--- src/rtl/ov7670_stream_gen.sv ---
// rtl/ov7670_stream_gen.sv - OV7670 VGA RGB565 output-bus emulator with test patterns
module ov7670_stream_gen #(
  parameter int unsigned H_ACTIVE      = 640,
  parameter int unsigned H_BLANK       = 288,
  parameter int unsigned V_SYNC_LINES  = 3,
  parameter int unsigned V_BACK_LINES  = 17,
  parameter int unsigned V_ACTIVE      = 480,
  parameter int unsigned V_FRONT_LINES = 10
) (
  input  logic        clk,
  input  logic        rst,
  input  logic        en,
  input  logic [1:0]  mode,
  input  logic [15:0] solid_color,
  output logic        pclk,
  output logic        vsync,
  output logic        href,
  output logic [7:0]  d,
  output logic        busy,
  output logic        frame_done,
  output logic [7:0]  frame_cnt
);

  localparam int unsigned LINE_BYTES = 2 * H_ACTIVE + H_BLANK;
  localparam int unsigned V_TOTAL    = V_SYNC_LINES + V_BACK_LINES + V_ACTIVE + V_FRONT_LINES;
  localparam int unsigned V_ACT0     = V_SYNC_LINES + V_BACK_LINES;
  localparam int unsigned HW         = $clog2(LINE_BYTES);
  localparam int unsigned VW         = $clog2(V_TOTAL);
  localparam int unsigned BAR_PX     = H_ACTIVE / 8;
  localparam int unsigned BPW        = (BAR_PX > 1) ? $clog2(BAR_PX) : 1;

  typedef enum logic {IDLE, RUN} state_t;

  state_t          state;
  logic [HW-1:0]   hcnt;
  logic [VW-1:0]   vcnt;
  logic [BPW-1:0]  bar_px;
  logic [2:0]      bar_idx;
  logic [1:0]      frame_mode;
  logic [15:0]     frame_solid;

  logic            last_h;
  logic            last_v;
  logic            in_hact;
  logic            in_vact;
  logic            active;
  logic            chk_x;
  logic            chk_y;
  logic [7:0]      ramp_v;
  logic [15:0]     bar_color;
  logic [15:0]     pixel;

  assign last_h  = (hcnt == HW'(LINE_BYTES - 1));
  assign last_v  = (vcnt == VW'(V_TOTAL - 1));
  assign in_hact = (32'(hcnt) < 2 * H_ACTIVE);
  assign in_vact = (32'(vcnt) >= V_ACT0) && (32'(vcnt) < V_ACT0 + V_ACTIVE);
  assign active  = in_hact && in_vact;
  assign ramp_v  = 8'(hcnt >> 1);
  assign chk_x   = ((32'(hcnt) >> 1) & 32'd8) != 32'd0;
  assign chk_y   = ((32'(vcnt) - V_ACT0) & 32'd8) != 32'd0;

  // Colour of the current bar, indexed by the per-line bar counter
  always_comb begin
    bar_color = 16'h0000;
    case (bar_idx)
      3'd0: bar_color = 16'hFFFF;
      3'd1: bar_color = 16'hFFE0;
      3'd2: bar_color = 16'h07FF;
      3'd3: bar_color = 16'h07E0;
      3'd4: bar_color = 16'hF81F;
      3'd5: bar_color = 16'hF800;
      3'd6: bar_color = 16'h001F;
      3'd7: bar_color = 16'h0000;
      default: bar_color = 16'h0000;
    endcase
  end

  // RGB565 value of the pixel addressed by the current byte slot
  always_comb begin
    pixel = 16'h0000;
    case (frame_mode)
      2'd0: pixel = bar_color;
      2'd1: pixel = {ramp_v[7:3], ramp_v[7:2], ramp_v[7:3]};
      2'd2: pixel = (chk_x ^ chk_y) ? 16'hFFFF : 16'h0000;
      2'd3: pixel = frame_solid;
      default: pixel = 16'h0000;
    endcase
  end

  // Pixel clock toggle, frame FSM, raster counters and registered bus outputs
  always_ff @(posedge clk) begin
    if (rst) begin
      pclk        <= 1'b0;
      vsync       <= 1'b0;
      href        <= 1'b0;
      d           <= 8'h00;
      busy        <= 1'b0;
      frame_done  <= 1'b0;
      frame_cnt   <= 8'h00;
      state       <= IDLE;
      hcnt        <= '0;
      vcnt        <= '0;
      bar_px      <= '0;
      bar_idx     <= 3'd0;
      frame_mode  <= 2'd0;
      frame_solid <= 16'h0000;
    end else begin
      pclk       <= ~pclk;
      frame_done <= 1'b0;
      if (pclk) begin
        case (state)
          IDLE: begin
            vsync <= 1'b0;
            href  <= 1'b0;
            d     <= 8'h00;
            busy  <= 1'b0;
            if (en) begin
              state       <= RUN;
              hcnt        <= '0;
              vcnt        <= '0;
              bar_px      <= '0;
              bar_idx     <= 3'd0;
              frame_mode  <= mode;
              frame_solid <= solid_color;
            end
          end
          RUN: begin
            busy  <= 1'b1;
            vsync <= (32'(vcnt) < V_SYNC_LINES);
            href  <= active;
            d     <= active ? (hcnt[0] ? pixel[7:0] : pixel[15:8]) : 8'h00;
            // Bar position advances after the low byte of each active pixel
            if (in_hact && hcnt[0]) begin
              if (bar_px == BPW'(BAR_PX - 1)) begin
                bar_px  <= '0;
                bar_idx <= bar_idx + 3'd1;
              end else begin
                bar_px <= bar_px + BPW'(1);
              end
            end
            if (last_h) begin
              hcnt    <= '0;
              bar_px  <= '0;
              bar_idx <= 3'd0;
              if (last_v) begin
                vcnt       <= '0;
                frame_done <= 1'b1;
                frame_cnt  <= frame_cnt + 8'd1;
                if (en) begin
                  frame_mode  <= mode;
                  frame_solid <= solid_color;
                end else begin
                  state <= IDLE;
                end
              end else begin
                vcnt <= vcnt + VW'(1);
              end
            end else begin
              hcnt <= hcnt + HW'(1);
            end
          end
          default: state <= IDLE;
        endcase
      end
    end
  end

endmodule
--- config.mk ---
export PLATFORM = sky130hd
export DESIGN_NAME = ov7670_stream_gen
export DESIGN_NICKNAME = d
export VERILOG_FILES = /design/src/rtl/ov7670_stream_gen.sv
export SDC_FILE = /design/constraint.sdc
export NUM_CORES = 1
export LEC_CHECK = 0
export ABC_CLOCK_PERIOD_IN_PS = 3400
export CORE_AREA = 2 2 89 91
export CTS_BUF_LIST = sky130_fd_sc_hd__clkbuf_4
export DETAILED_ROUTE_END_ITERATION = 8
export DIE_AREA = 0 0 91 93
export DONT_BUFFER_PORTS = 1
export MAX_ROUTING_LAYER = met4
export PLACE_DENSITY = 0.75
export SKIP_LAST_GASP = 1
export SLEW_MARGIN = 20
export SYNTH_ARGS = -nofsm -noshare
export SYNTH_HDL_FRONTEND = slang
export SYNTH_SLANG_ARGS = --single-unit
--- constraint.sdc ---
create_clock -name clk -period 3.4 [get_ports clk]
set_input_delay 0.68 -clock clk [delete_from_list [all_inputs] [get_ports clk]]
set_output_delay 0.68 -clock clk [all_outputs]
set_load 0.05 [all_outputs]
==> flow_metrics.tcl <==
set metrics [dict create \
    status "completed" \
    cts_inserted_buffers 9 \
    clk_latency_ps 420 \
    postCtsResizedCells 0 \
    fin_crit_sh 0.7180 \
    numPortBuffers 0 \
    ctsHtreeMaxLevel 3 \
    slew_viol_final 0 \
    synthToLayoutAreaGrowth_pct 5.489 \
    rrSetupSlack_ps 960 \
    wl_microns 8032 \
    cts_root_buffer "clkbuf_4" \
    diodes 0 \
    ys.warnings.count 0 \
    tritoncts "done" \
    dr.pass1.iters 4 \
    start_util 0.4845 \
    postRouteAntennaNets 0 \
    tightest_slew_ps 1000 \
    peakVddDrop_uv 181.2 \
    drtIter0Drc 173 \
    tns_ps 0 \
    grt_pass1_wl_microns 13520 \
    cts.sinks 73 \
    grt_pass1_vias 2934 \
    n_fill_cell 733 \
    grt-ovfl-total 0 \
    synth_cell_type_count 52 \
    drive_gt1_frac 0.08000 \
    max_freq_mhz 409.7 \
    syn_nets 458 \
    nets 450 \
    dp_hpwl_microns 5805 \
    hold_viol 0 \
    skew_ps 15.15 \
    synth_edf_count 0 \
    clk_pin_slew_worst_paths_ps 130 \
    num_vias 3004 \
    hp-start "rst" \
    synth_cells 428 \
    power.switching_mw 0.3927 \
    coreArea_sq_mm 0.007527 \
    gp_routability_congestion 0.9087 \
    hold_path_class "input pin to register" \
    worstPathRequired_ps 3750 \
    async_flop_share 0 \
    setup_viol 0 \
    critPathMaxFanout 11 \
    worstHoldPathCells 1 \
    netlist_area_sq_mm 0.003647 \
    rsz0062_at_grt "no" \
    antenna_found_initial 0 \
    post_cts_buffers 0 \
    leakagePower_nw 1.322 \
    end_kind "register" \
    power_density_mw_per_mm2 395.7 \
    r2r_start "hcnt[1]" \
    wl_per_cell_microns 15.24 \
    period_needed_ps 2441 \
    cts_buffer_depth 2 \
    die_y_microns 93 \
    slew-limit-headroom 0.3274 \
    cts_hold_buf 0 \
    start_kind "register" \
    syn_avg_cell_area_sq_um 8.522 \
    crit_type "register to register" \
    drcViolationCount 0 \
    ys_ff_latch 73 \
    pwr-share-clk 0.355 \
    synth_top_flop_cell "dfxtp_1" \
    grt_max_degree 71 \
    dieArea_sq_mm 0.008463 \
    switching_share 0.2579 \
    die_w_microns 91 \
    cap_violations 0 \
    p_int_mw 1.130 \
    r2r_end "vcnt[5]" \
    post_drt_via_cell_ratio 5.700 \
    std_cell_rows 32 \
    cp.arrival_ps 2800 \
    grt_usage 0.2052 \
    ys_seq_area_frac 0.4007 \
    min_to "frame_cnt[4]" \
    power_mw 1.523 \
    boundaryPins 42 \
    p_seq_frac 0.582 \
    p_comb_frac 0.063 \
    reg2reg_depth 6 \
]
[power by group through the flow]
| stage | logic [mW] | clock network (mW) | registers [mW] |
|---|---|---|---|
| final | 0.0960 | 0.540 | 0.886 |
| after floorplan | 0.0889 | 0 | 0.898 |
| after global routing | 0.106 | 0.592 | 0.889 |
| after global placement | 0.0935 | 0 | 0.905 |
| after detailed placement | 0.0954 | 0 | 0.905 |
| after CTS | 0.0961 | 0.552 | 0.886 |
[routing by layer]
layer	part of all wire	global-route usage	wire, microns	vias to the layer above
met5	0	-	0	-
met4	0.024	0.07955	196	0
met3	0.051	0.05560	409	17
met2	0.49	0.3469	3905	81
met1	0.44	0.2334	3520	1413
li1	-	-	-	1493
[stage by stage]
stage	worst slack [ps]	hold WS (ps)	util	instances	cell area [sq um]
after detailed placement	1027	467.6	0.4927	511	3709
after global placement	1102	457.7	0.4927	511	3709
after global routing	755.5	291.0	0.5111	527	3847
after CTS	984.8	296.0	0.5111	527	3847
after floorplan	1396	445.3	-	428	3647
final	958.9	327.6	0.5111	527	3847
[flip-flops by register name, summed over array words and instances (netlist names)]
name	count
bar_idx	3
href	1
busy	1
bar_px	7
frame_mode	2
state	1
hcnt	11
frame_solid	16
vsync	1
d	8
pclk	1
frame_cnt	8
vcnt	9
frame_done	1
bar_color	3
[critical path: stages, from the launching register on]
cell	delay, ps
dfxtp_1	400
ha_1	220
nand4_1	310
o31ai_4	550
nand2_2	220
or4b_1	550
a21oi_1	130
[logic make-up (layout without fill, tap and decap cells)]
family	after synthesis	after routing	share of synthesized area
mux	21	21	0.06106
simple gates	176	176	0.2552
compound gates	97	97	0.1712
flops	73	73	0.4007
xor+xnor	18	18	0.04322
buf+inv	34	31	0.03773
fa+ha+maj	9	9	0.03088
[cell type report]
cell class | count | area, sq um | area share
repair buffers | 3 | 22.52 | 0.005854
inverters | 12 | 45.04 | 0.01171
clock buffers | 9 | 67.56 | 0.01756
clock inverters | 7 | 71.32 | 0.01854
multi-input cells | 321 | 2052 | 0.5333
well taps | 102 | 127.6 | 0.03317
flip-flops and latches | 73 | 1461 | 0.3798
[Yosys cell counts (3+ instances only)]
cell type | instances | area [sq um]
inv_1 | 12 | 45.04
or2_2 | 3 | 18.77
nand3_1 | 12 | 60.06
nor2b_1 | 5 | 31.28
clkbuf_1 | 17 | 63.81
nor3_1 | 6 | 30.03
o31ai_1 | 8 | 60.06
xnor2_1 | 5 | 43.79
a21o_1 | 3 | 22.52
mux2i_1 | 20 | 200.2
nor4_1 | 3 | 18.77
a22o_1 | 3 | 26.28
nand4_1 | 11 | 68.82
a31oi_1 | 3 | 18.77
nand2b_1 | 41 | 256.5
o21ai_0 | 28 | 140.1
or3_1 | 6 | 37.54
a32o_1 | 4 | 40.04
xor2_1 | 13 | 113.9
and2_1 | 4 | 25.02
nand2_1 | 29 | 108.9
nor2_1 | 43 | 161.4
a21oi_1 | 29 | 145.1
dfxtp_1 | 73 | 1461
ha_1 | 9 | 112.6
[placed cells by master (no fill, tap or decap), types with 3 or more instances in the layout]
cell / instances
nor4_1: 3
nand2_1: 29
a31oi_1: 3
a21o_1: 3
o21ai_0: 28
o31ai_1: 8
or2_2: 3
and2_1: 4
nor2_1: 43
nand2b_1: 41
a32o_1: 4
nor2b_1: 5
mux2i_1: 20
buf_4: 3
ha_1: 9
nand3_1: 12
clkinvlp_4: 3
a22o_1: 3
a21oi_1: 28
inv_1: 12
nor3_1: 6
or3_1: 6
xnor2_1: 5
xor2_1: 13
dfxtp_1: 73
nand4_1: 11
clkbuf_4: 9
[worst max path at each step]
stage / from / endpoint / slack [ps] / depth (start not counted)
floorplan: hcnt[1] / vcnt[1] / 1400 / 7
global placement: hcnt[1] / vcnt[5] / 1100 / 6
detailed placement: hcnt[1] / vcnt[5] / 1030 / 6
CTS: hcnt[1] / vcnt[5] / 980 / 6
global route: hcnt[1] / vcnt[5] / 760 / 6
finish: hcnt[1] / vcnt[5] / 960 / 6
Power figures use the tool's default switching activity.
